--- config.mk ---
export PLATFORM = sky130hd
export DESIGN_NAME = mult_unit
export DESIGN_NICKNAME = d
export VERILOG_FILES = /design/src/rtl/mult_unit.sv
export SDC_FILE = /design/constraint.sdc
export NUM_CORES = 1
export LEC_CHECK = 0
export ABC_AREA = 1
export BUFFER_PORTS_ARGS = -buffer_cell sky130_fd_sc_hd__clkbuf_2
export CAP_MARGIN = 0
export CORE_MARGIN = 2
export CORE_UTILIZATION = 35
export DETAILED_ROUTE_END_ITERATION = 12
export PLACE_DENSITY = 0.61
export SYNTH_ARGS = -nofsm -noshare
export SYNTH_HDL_FRONTEND = slang
export SYNTH_SLANG_ARGS = --single-unit
export TNS_END_PERCENT = 50
--- constraint.sdc ---
create_clock -name clk -period 7.7 [get_ports clk]
set_clock_uncertainty 0.2 [all_clocks]
set_input_delay 1.155 -clock clk [delete_from_list [all_inputs] [get_ports clk]]
set_output_delay 1.155 -clock clk [all_outputs]
set_load 0.01 [all_outputs]
--- src/rtl/mult_unit.sv ---
// mult_unit: multi-cycle signed HI/LO multiplier for the execute stage.
// Radix-2 shift-add on operand magnitudes, one multiplier bit per cycle,
// followed by a sign-fix cycle that loads hi/lo.
//
// Optional feature: define MULT_UNSIGNED_EN to also accept multu (5'b10100),
// which multiplies the raw operands with no sign handling.
//
// Ports:
//   clk         system clock, rising edge
//   reset       asynchronous active-low reset
//   start       instruction valid in execute this cycle
//   alucontrol  ALU decoder code (5'b10011 = mult)
//   srca        multiplicand (rs)
//   srcb        multiplier (rt)
//   stall       combinational: freeze PC/regfile while launching or in flight
//   busy        multiply in CALC or FIX
//   done        one-cycle pulse, coincident with the hi/lo update
//   hi, lo      upper/lower product words, held until the next multiply
module mult_unit #(
  parameter int unsigned WIDTH = 32,
  parameter int unsigned CNTW  = 6
) (
  input  logic             clk,
  input  logic             reset,
  input  logic             start,
  input  logic [4:0]       alucontrol,
  input  logic [WIDTH-1:0] srca,
  input  logic [WIDTH-1:0] srcb,
  output logic             stall,
  output logic             busy,
  output logic             done,
  output logic [WIDTH-1:0] hi,
  output logic [WIDTH-1:0] lo
);

  localparam logic [4:0] ALU_MULT = 5'b10011;
`ifdef MULT_UNSIGNED_EN
  localparam logic [4:0] ALU_MULTU = 5'b10100;
`endif

  typedef enum logic [1:0] {
    IDLE = 2'd0,
    CALC = 2'd1,
    FIX  = 2'd2,
    DONE = 2'd3
  } state_t;

  state_t                 state;
  state_t                 state_nxt;
  logic [WIDTH-1:0]       mcand;
  logic [2*WIDTH-1:0]     acc;     // {partial sum, remaining multiplier bits}
  logic [CNTW-1:0]        count;
  logic                   neg;

  logic                   is_mult;
  logic                   is_multu;
  logic                   launch;
  logic [WIDTH-1:0]       mag_a;
  logic [WIDTH-1:0]       mag_b;
  logic [WIDTH-1:0]       op_a;
  logic [WIDTH-1:0]       op_b;
  logic                   neg_in;
  logic [WIDTH:0]         sum;
  logic [2*WIDTH-1:0]     product;

  // Opcode decode, operand conditioning and datapath arithmetic
  always_comb begin
    is_mult = (alucontrol == ALU_MULT);
`ifdef MULT_UNSIGNED_EN
    is_multu = (alucontrol == ALU_MULTU);
`else
    is_multu = 1'b0;
`endif
    launch = start && (state == IDLE) && (is_mult || is_multu);

    // Unsigned WIDTH-bit negation: the most negative value maps onto itself,
    // which is its correct unsigned magnitude.
    mag_a  = srca[WIDTH-1] ? -srca : srca;
    mag_b  = srcb[WIDTH-1] ? -srcb : srcb;
    op_a   = is_multu ? srca : mag_a;
    op_b   = is_multu ? srcb : mag_b;
    neg_in = is_multu ? 1'b0 : (srca[WIDTH-1] ^ srcb[WIDTH-1]);

    // Carry out of the upper half is kept and shifted back in
    sum     = {1'b0, acc[2*WIDTH-1:WIDTH]} + (acc[0] ? {1'b0, mcand} : '0);
    product = neg ? -acc : acc;
  end

  // Next-state and stall
  always_comb begin
    state_nxt = state;
    stall     = 1'b0;
    case (state)
      IDLE: begin
        stall = launch;
        if (launch) state_nxt = CALC;
      end
      CALC: begin
        stall = 1'b1;
        if (count == CNTW'(1)) state_nxt = FIX;
      end
      FIX: begin
        stall     = 1'b1;
        state_nxt = DONE;
      end
      DONE:    state_nxt = IDLE;
      default: state_nxt = IDLE;
    endcase
  end

  // State register with registered status outputs
  always_ff @(posedge clk or negedge reset) begin
    if (!reset) begin
      state <= IDLE;
      busy  <= 1'b0;
      done  <= 1'b0;
    end else begin
      state <= state_nxt;
      busy  <= (state_nxt == CALC) || (state_nxt == FIX);
      done  <= (state_nxt == DONE);
    end
  end

  // Operand capture, shift-add iteration and result load
  always_ff @(posedge clk or negedge reset) begin
    if (!reset) begin
      mcand <= '0;
      acc   <= '0;
      count <= '0;
      neg   <= 1'b0;
      hi    <= '0;
      lo    <= '0;
    end else begin
      case (state)
        IDLE: begin
          if (launch) begin
            mcand <= op_a;
            acc   <= {{WIDTH{1'b0}}, op_b};
            neg   <= neg_in;
            count <= CNTW'(WIDTH);
          end
        end
        CALC: begin
          acc   <= {sum, acc[WIDTH-1:1]};
          count <= count - CNTW'(1);
        end
        FIX: begin
          hi <= product[2*WIDTH-1:WIDTH];
          lo <= product[WIDTH-1:0];
        end
        default: ;
      endcase
    end
  end

endmodule

==> results by group, run 1 <==
Outcome
  • Outcome: complete, no violations

Detailed routing
  • DRT Pass-1 Iters: 8
  • First DRT Iteration DRCs: 1209
  • Vias: 13950
  • WL/cell: 15.99 µm
  • Routed Antenna Nets: 0
  • WL final: 44.37 mm
  • Via-to-Cell Ratio: 5.027
  • DRC Markers: 0

Die
  • Core box area: 37490 µm²
  • Die Ht: 198.7 µm
  • I/O pin cnt: 139
  • Total die area: 39480 µm²
  • Die W: 198.7 µm
  • Initial Util: 35.39%
  • Row Count: 71

Synth
  • Cell variety after synth: 43
  • Syn Std Cell Area: 13270 µm²
  • Register area share after synthesis: 32.26%
  • Syn Inst Count: 2148
  • Synth warn: 0
  • Post-Syn Area per Cell: 6.176 µm²
  • Synth Register Bits: 171
  • Syn_nets: 2263

Pwr
  • Power Density: 346.4 nW/µm²
  • Total power: 5.197 mW
  • Leak: 8.466 nW
  • Worst ir drop on vdd: 0.1992 mV

CTS
  • Clock sinks: 171
  • Post-CTS resize count: 0
  • Num CTS Buffers: 17
  • Clk_lat worst skew: 450 ps
  • Clk pin slew, worst setup/hold paths: 70 ps
  • # hold bufs at CTS: 0
  • CTS tree: done
  • H-tree level count: 4
  • Longest Clk Path Bufs: 2
  • Post-CTS setup repair buffer count: 0
  • Root buf cell: clkbuf_16

Layout
  • Post-route cell area: 15000 µm²
  • Area grow syn2layout: 13.09%
  • Nets: 2368
  • Fill count: 4219
  • Ratio of cells with drive above 1 in the final layout: 8.613%
  • # diodes: 0

Timing
  • Pins over their slew limit: 0
  • RSZ-0062 raised after global routing: no
  • TNS Setup: 0 ps
  • Crit path time final: 4315 ps
  • Final setup violation count: 0
  • Worst-margin pin slew: 1013 ps
  • FMAX: 231.8 MHz
  • Final Hold Viols: 0
  • Period utilization: 56.04%
  • Headroom to the max-slew limit: 32.50%

Critical path
  • Crit path max-delay cell type: inv_2
  • Setup crit end kind: register
  • Worst Path Max Fanout: 51
  • CP Cell Sequence: inv_1 -> ha_1 -> nand4_1 -> nor2_4 -> inv_2 -> o21ai_4 -> buf_4 -> nand2_4 -> inv_2 -> o21ai_1 -> o22ai_1
  • Slowest stage delay, CP: 700 ps
  • Worst path required time: 7870 ps
  • Worst setup startpoint: state[1]$_DFF_PN0_
  • Crit-path leading delay family: buffers and inverters
  • CP most frequent cell: inv_2
  • Critical path class: reg2reg
  • R2r startpoint: state[1]$_DFF_PN0_
  • Buf/Inv on CP: 4
  • CP startpoint kind: register
  • WP data arrival: 4480 ps

Placement
  • GPL Wtd Cong: 0.9041
  • PortBufs: 138
  • Placed cell areas: 14400 µm²
  • Hpwl dp: 35.16 mm

Global routing
  • GRT met1 Usage: 33.93%
  • Total GRT Usage: 22.92%
  • GRT overflow: 0
  • Initial antenna violation count: 0
  • Largest net degree at the start of global routing: 101
  • Global-route wire length before repair: 70.74 mm
  • Vias in the first global route: 13160
  • GR met3 Demand/Resource: 3.289%
  • GR Util met2: 34.76%
  • GR peak layer: met2

Hold path
  • Hold Crit Start: hi[27]$_DFFE_PN0N_
  • Hold Crit Class: reg2reg

Job
  • Max Cap Viol: 0
==> layout make-up <==
cell class | instances | area, µm² | area share [%]
well taps | 511 | 639.4 | 4.262
clock inverters | 11 | 171.4 | 1.143
inverters | 276 | 1036 | 6.905
flip-flops and latches | 171 | 4279 | 28.52
repair buffers | 145 | 749.5 | 4.995
multi-input cells | 1642 | 7695 | 51.29
clock buffers | 19 | 432.9 | 2.886
==> layer usage <==
layer	share of wire, %	up-vias
met5	0	-
met4	1.8	0
met1	49	6385
met2	42	474
met3	6.6	47
li1	-	7045
==> placed cells by master (no fill, tap or decap), types with 5 or more instances in the layout <==
cell type and instances:
a21oi_1 42, a31oi_1 12, buf_4 7, clkbuf_16 17, clkbuf_2 137, dfrtp_1 171
ha_1 41, inv_1 271, nand2_1 790, nand3_1 182, nand3b_1 11, nand4_1 26
nor2_1 273, nor3_1 17, o211ai_1 11, o21ai_0 97, o21ai_1 10, o21bai_1 14
o221ai_1 13, o22ai_1 19, or2_2 6, xnor2_1 5, xor2_1 43
==> report_power, final <==
part           total (mW)  switching [mW]  internal (mW)
clock               0.921           0.381          0.540
combinational        2.93            2.01          0.921
sequential           1.35           0.182           1.17
total                5.20            2.57           2.63
==> state kept, by name, summed over array words and instances (netlist names) <==
register  flops
acc          64
busy          1
count         6
done          1
hi           32
lo           32
mcand        32
neg           1
state         2
==> worst register-to-register path, delay by kind of cell (launching register included) <==
| kind | cells | cell delay, ps |
|---|---|---|
| buf+inv | 4 | 1810 |
| flops | 1 | 410 |
| simple gates | 3 | 1060 |
| compound gates | 3 | 450 |
| fa+ha+maj | 1 | 310 |
==> through the flow <==
step / worst slack (ps) / util (%) / hold WS, ps / std cells
final: 3385 / 40.02 / 277.6 / 2775
after global routing: 3015 / 40.02 / 300.2 / 2775
after CTS: 3353 / 40.02 / 285.0 / 2775
after detailed placement: 2986 / 38.41 / 267.9 / 2745
after global placement: 3054 / 38.41 / 263.0 / 2745
after floorplan: 4334 / - / 249.2 / 2148
==> Yosys cell counts (all sizes together) <==
cell type | n | area, µm²
nand2 | 792 | 2983
xor2 | 43 | 376.6
ha | 42 | 525.5
nor4 | 4 | 25.02
o211ai | 11 | 82.58
o21ai | 110 | 569.3
xnor2 | 5 | 43.79
a21boi | 3 | 22.52
nand4 | 26 | 162.7
o22ai | 19 | 118.9
and2 | 4 | 25.02
nand3b | 11 | 82.58
o21bai | 14 | 105.1
nor3b | 1 | 7.510
nor3 | 18 | 95.09
clkbuf | 36 | 135.1
o221ai | 13 | 113.9
o21a | 1 | 7.510
o31ai | 2 | 15.01
inv | 274 | 1028
nand3 | 182 | 910.9
clkinv | 2 | 7.510
or2 | 6 | 37.54
a31oi | 12 | 75.07
buf | 23 | 123.9
a21o | 1 | 7.510
a31o | 1 | 8.760
nor2 | 277 | 1055
dfrtp | 171 | 4279
fa | 1 | 20.02
and3 | 1 | 6.260
a21oi | 42 | 210.2
==> kinds of logic after synthesis <==
kind of cell,after synthesis,share of synthesized area [%]
and+or+nand+nor,1322,40.63
DFF,171,32.25
AOI/OAI and AO/OA,229,10.07
buffers and inverters,335,9.761
adders and majority gates,43,4.112
xor gates and xnor gates,48,3.169
==> final timing paths <==
kind,endpoint,slack (ps),cells after the start
worst min register to register,hi[27]$_DFFE_PN0N_,280,2
min in group asynchronous,acc[22]$_DFFE_PN0P_,610,1
max in group asynchronous,hi[19]$_DFFE_PN0N_,5130,2
worst max register to register,acc[38]$_DFFE_PN0P_,3390,11
worst max-delay path,acc[38]$_DFFE_PN0P_,3390,11
worst min-delay path,hi[27]$_DFFE_PN0N_,280,2
Note: power is estimated with default switching activity, not from simulation.
==> inputs of run 2 (changes only) <==
--- a/config.mk
+++ b/config.mk
@@ -5,13 +5,13 @@
 export SDC_FILE = /design/constraint.sdc
 export NUM_CORES = 1
 export LEC_CHECK = 0
-export ABC_AREA = 1
+export ABC_AREA = 0
 export BUFFER_PORTS_ARGS = -buffer_cell sky130_fd_sc_hd__clkbuf_2
 export CAP_MARGIN = 0
 export CORE_MARGIN = 2
 export CORE_UTILIZATION = 35
 export DETAILED_ROUTE_END_ITERATION = 12
-export PLACE_DENSITY = 0.61
+export PLACE_DENSITY = 0.62
 export SYNTH_ARGS = -nofsm -noshare
 export SYNTH_HDL_FRONTEND = slang
 export SYNTH_SLANG_ARGS = --single-unit
==> constraint.sdc (replaced) <==
create_clock -name clk -period 4.1 [get_ports clk]
set_clock_uncertainty 0.2 [all_clocks]
set_input_delay 0.615 -clock clk [delete_from_list [all_inputs] [get_ports clk]]
set_output_delay 0.615 -clock clk [all_outputs]
set_load 0.01 [all_outputs]
==> results by group, run 2 <==
Layout
  • Reg with most FFs: acc
  • # diodes: 0
  • Nets: 1500
  • Largest register FFs: 64
  • Finished Core Util: 40.93%
  • Ratio of cells with drive above 1 in the final layout: 16.67%
  • Fill count: 3157
  • Area grow syn2layout: 14.74%
  • Most common cell after layout, fill and taps aside: dfrtp_1
  • Most frequent cells in the layout: dfrtp_1, clkbuf_2, o21ai_0

Global routing
  • Global-route wire length before repair: 50.16 mm
  • Vias in the first global route: 9246
  • GRT overflow: 0
  • Largest net degree at the start of global routing: 89
  • Total GRT Usage: 18.56%
  • Initial antenna violation count: 0

Detailed routing
  • First DRT Iteration DRCs: 651
  • Met2 WL post-DR: 13.36 mm
  • WL met3: 1.571 mm
  • Met1 WL: 15.42 mm
  • DRT Pass-1 Iters: 5
  • DR top layer: met4
  • Vias: 9744
  • WL/cell: 17.09 µm
  • Via-to-Cell Ratio: 5.413
  • WL final: 30.77 mm
  • Routed Antenna Nets: 0
  • DRC Markers: 0

Placement
  • Pre-CTS setup slack: 587.0 ps
  • PortBufs: 138
  • GPL Wtd Cong: 0.9257
  • Hpwl dp: 23.20 mm

CTS
  • Longest Clk Path Bufs: 2
  • Root buf cell: clkbuf_16
  • Post-CTS setup repair buffer count: 0
  • Clock sinks: 171
  • Post-CTS resize count: 0
  • Num CTS Buffers: 17
  • # hold bufs at CTS: 0
  • Clk pin slew, worst setup/hold paths: 70 ps
  • CTS tree: done
  • Clk_lat worst skew: 440 ps
  • H-tree level count: 4

Timing
  • Min setup slack post-route: 539.6 ps
  • Crit path time final: 3560 ps
  • Headroom to the max-slew limit: 39.86%
  • TNS Setup: 0 ps
  • Period utilization: 86.84%
  • Final Hold Viols: 18
  • WHS: -33.79 ps
  • RSZ-0062 raised after global routing: no
  • FMAX: 280.9 MHz
  • Worst-margin pin slew: 902.1 ps
  • Final setup violation count: 0
  • Pins over their slew limit: 0

Die
  • Initial Util: 35.67%
  • I/O pin cnt: 139
  • Core box area: 31720 µm²
  • Row Count: 65
  • Die Ht: 183.8 µm
  • Die W: 183.8 µm
  • Total die area: 33780 µm²

Critical path
  • Worst Path Max Fanout: 21
  • CP most frequent cell: o21ai_0
  • Critical path class: reg2reg
  • Setup crit end kind: register
  • Crit path max-delay cell type: dfrtp_1
  • CP startpoint kind: register
  • Worst path required time: 4280 ps
  • Crit-path leading delay family: simple AND/OR/NAND/NOR gates
  • CP Cell Sequence: and2_1 -> ha_1 -> inv_1 -> fa_1 -> nand2b_1 -> a21oi_1 -> o21ai_0 -> o21ai_0 -> buf_4 -> a22oi_1 -> or4_1 -> nand3_1
  • Buf/Inv on CP: 2
  • Slowest stage delay, CP: 660 ps
  • WP data arrival: 3740 ps

Synth
  • Area leader, netlist: dfrtp_1
  • Post-synth EDFFs: 0
  • Count leader, synth: dfrtp_1
  • Top cells by area, synth: dfrtp_1, xor2_1, o21ai_0
  • Syn_nets: 1403
  • Synth Register Bits: 171
  • Ys async rst share: 100.0%
  • Syn Inst Count: 1288
  • Register area share after synthesis: 37.82%
  • Post-synth top cells: dfrtp_1, o21ai_0, a21oi_1, nand2_1, xor2_1
  • Post-Syn Area per Cell: 8.784 µm²
  • Area share of the largest cell type after synthesis: 37.82%
  • Syn Std Cell Area: 11310 µm²
  • Ys flop type: dfrtp_1
  • Synth warn: 0
  • Cell variety after synth: 77

Pwr
  • Total net switching power: 4.048 mW
  • Internal power consumption: 4.966 mW
  • Power Density: 694.4 nW/µm²
  • Combinational power share: 45.5%
  • Seq pwr share: 35.4%
  • Worst ir drop on vdd: 0.3566 mV
  • Switch share: 44.91%
  • Clock power frac: 19.1%
  • Leak: 5.637 nW

Hold path
  • Hold Crit Class: in2async

Outcome
  • Failing checks: hold timing
  • Outcome: finished, violations left

Job
  • Max Cap Viol: 0
[run 2: logic make-up after synthesis]
logic type | after synthesis | share of synthesized area (%)
AOI/OAI and AO/OA | 417 | 23.84
and+or+nand+nor | 405 | 18.34
DFF | 171 | 37.82
xor gates and xnor gates | 147 | 11.38
buffers and inverters | 102 | 3.517
adders and majority gates | 43 | 4.822
muxes | 3 | 0.2765
[run 2: path summary, 6_finish.rpt]
path	startpoint	to	slack [ps]	cells past startpoint
max	acc[0]$_DFFE_PN0P_	acc[61]$_DFFE_PN0P_	540	12
min	reset	busy$_DFF_PN0_	-30	1
max reg2reg	acc[0]$_DFFE_PN0P_	acc[61]$_DFFE_PN0P_	540	12
min reg2reg	mcand[27]$_DFFE_PN0P_	mcand[27]$_DFFE_PN0P_	270	2
max in group asynchronous	reset	acc[37]$_DFFE_PN0P_	2680	2
min in group clk	mcand[27]$_DFFE_PN0P_	mcand[27]$_DFFE_PN0P_	270	2
[run 2: worst reg2reg max path, stage by stage (launching register included)]
cell and delay (ps):
dfrtp_1 660, and2_1 240, ha_1 180, inv_1 60
fa_1 410, nand2b_1 180, a21oi_1 230, o21ai_0 280
o21ai_0 280, buf_4 180, a22oi_1 110, or4_1 410
nand3_1 90
[run 2: stage by stage]
| step | area, µm² | cells | total power [mW] |
|---|---|---|---|
| floorplan | 11310 | 1288 | 5.877 |
| global placement | 12370 | 1768 | 7.259 |
| detailed placement | 12370 | 1768 | 7.316 |
| CTS | 12980 | 1800 | 9.061 |
| global route | 12980 | 1800 | 9.716 |
| finish | 12980 | 1800 | 9.014 |
[run 2: final cells by class]
class	count	area, µm²	share of cell area (%)
multi-input combinational	1015	6651	51.24
sequential	171	4280	32.97
inverter	24	90.09	0.6940
timing repair buffer	156	844.6	6.506
clock inverter	14	182.7	1.407
clock buffer	18	429.2	3.306
tap	402	503.0	3.875
[run 2: power by group through the flow]
stage / clock network [mW] / logic [mW] / registers (mW)
2_1_floorplan: 0 / 2.85 / 3.02
3_3_place_gp: 0 / 4.07 / 3.19
3_5_place_dp: 0 / 4.11 / 3.21
6_report: 1.72 / 4.11 / 3.19
4_1_cts: 1.75 / 4.13 / 3.18
5_1_grt: 1.82 / 4.60 / 3.29
[run 2: routing by layer]
layer / global-route usage [%] / up-vias
met1: 27.69 / 4578
li1: - / 4854
met3: 2.298 / 25
met2: 28.41 / 287
met4: 4.640 / 0
met5: 0 / -
==> inputs of run 3 (changes only) <==
==> constraint.sdc (replaced) <==
create_clock -name clk -period 4.37 [get_ports clk]
set_clock_uncertainty 0.2 [all_clocks]
set_input_delay 0.6555 -clock clk [delete_from_list [all_inputs] [get_ports clk]]
set_output_delay 0.6555 -clock clk [all_outputs]
set_load 0.01 [all_outputs]
==> results by group, run 3 (synthesized netlist as in run 2, its figures left out) <==
CTS
  • Clk_lat worst skew: 430 ps
  • # hold bufs at CTS: 0
  • Clock sinks: 171
  • Post-CTS resize count: 0
  • Root buf cell: clkbuf_16
  • Num CTS Buffers: 17
  • Post-CTS setup repair buffer count: 0
  • H-tree level count: 4
  • Clk pin slew, worst setup/hold paths: 70 ps
  • CTS tree: done
  • Longest Clk Path Bufs: 2

Global routing
  • Initial antenna violation count: 0
  • GRT overflow: 0
  • Total GRT Usage: 18.29%
  • Vias in the first global route: 9178
  • Largest net degree at the start of global routing: 96
  • Global-route wire length before repair: 49.47 mm

Die
  • Die Ht: 183.8 µm
  • I/O pin cnt: 139
  • Total die area: 33780 µm²
  • Row Count: 65
  • Die W: 183.8 µm
  • Initial Util: 35.67%
  • Core box area: 31720 µm²

Layout
  • Non-filler cells, final: 1800
  • Nets: 1500
  • Most common cell after layout, fill and taps aside: dfrtp_1
  • Area grow syn2layout: 14.95%
  • Post-route cell area: 13010 µm²
  • Ratio of cells with drive above 1 in the final layout: 16.67%
  • Most frequent cells in the layout: dfrtp_1, clkbuf_2, o21ai_0
  • Reg with most FFs: acc
  • Largest register FFs: 64
  • # diodes: 0
  • Finished Core Util: 41.00%

Timing
  • Worst-margin pin slew: 988.1 ps
  • Final Hold Viols: 2
  • Pins over their slew limit: 0
  • RSZ-0062 raised after global routing: no
  • TNS Setup: 0 ps
  • Period utilization: 80.59%
  • Headroom to the max-slew limit: 34.13%
  • FMAX: 283.9 MHz
  • Min setup slack post-route: 848.0 ps
  • Crit path time final: 3522 ps
  • Final setup violation count: 0
  • WHS: -5.649 ps

Placement
  • PortBufs: 138
  • Placed Cells: 1768
  • Pre-CTS setup slack: 870.2 ps
  • Hpwl dp: 22.87 mm
  • Placed cell areas: 12370 µm²
  • GPL Wtd Cong: 0.9074

Detailed routing
  • WL/cell: 17.04 µm
  • Via-to-Cell Ratio: 5.437
  • Routed Antenna Nets: 0
  • DRC Markers: 0
  • DRT Pass-1 Iters: 5
  • First DRT Iteration DRCs: 681
  • WL final: 30.66 mm
  • Vias: 9787

Pwr
  • Worst ir drop on vdd: 0.2982 mV
  • Leak: 5.648 nW
  • Power Density: 654.8 nW/µm²
  • Total power: 8.516 mW

Job
  • Max Cap Viol: 0

Critical path
  • WP data arrival: 3690 ps
  • Worst Path Max Fanout: 21
  • Worst path required time: 4540 ps
  • FF-to-FF path depth: 12
  • Setup crit end kind: register
  • CP startpoint kind: register
  • Critical path class: reg2reg

Hold path
  • Hold Crit Class: in2async

Outcome
  • Failing checks: hold timing
  • Outcome: finished, violations left
run 3: cell count changes in the layout (fill, tap and decap cells not counted):
| cell | previous run | this run |
|---|---|---|
| bufinv_16 | 3 | 4 |
| clkinv_4 | 2 | 1 |
| inv_6 | 5 | 4 |
| inv_8 | 1 | 2 |
run 3: area by class of cell:
class	count	area, µm²
flip-flops and latches	171	4280
fillers	3161	18710
clock inverters	14	206.4
well taps	402	503.0
clock buffers	18	429.2
inverters	24	90.09
repair buffers	156	844.6
multi-input cells	1015	6651
run 3: critical path, cell delays in order, from the launching register on:
cell	delay (ps)
dfrtp_1	640
and2_1	220
ha_1	170
inv_1	60
fa_1	390
nand2b_1	180
a21oi_1	250
o21ai_0	280
o21ai_0	260
buf_4	170
a22oi_1	120
or4_1	410
nand3_1	90
run 3: path summary, 6_finish.rpt:
path                                      start  slack, ps                    to
min in group clk           mcand[6]$_DFFE_PN0P_        270  mcand[6]$_DFFE_PN0P_
max reg2reg                  acc[0]$_DFFE_PN0P_        850   acc[61]$_DFFE_PN0P_
min reg2reg                mcand[6]$_DFFE_PN0P_        270  mcand[6]$_DFFE_PN0P_
min                                       reset         -6        done$_DFF_PN0_
max                          acc[0]$_DFFE_PN0P_        850   acc[61]$_DFFE_PN0P_
max in group asynchronous                 reset       3030   acc[21]$_DFFE_PN0P_
run 3: per-layer routing:
layer / wire length, µm / GRT usage (%)
met1: 15550 / 27.83
met2: 13200 / 27.25
met3: 1519 / 2.377
met4: 392 / 4.480
met5: 0 / 0
run 3: power by group:
group          internal (mW)  switching (mW)  leakage [nW]
clock                  0.974           0.700         0.306
sequential              2.24           0.763          2.16
combinational           1.52            2.33          3.18
total                   4.73            3.79          5.65
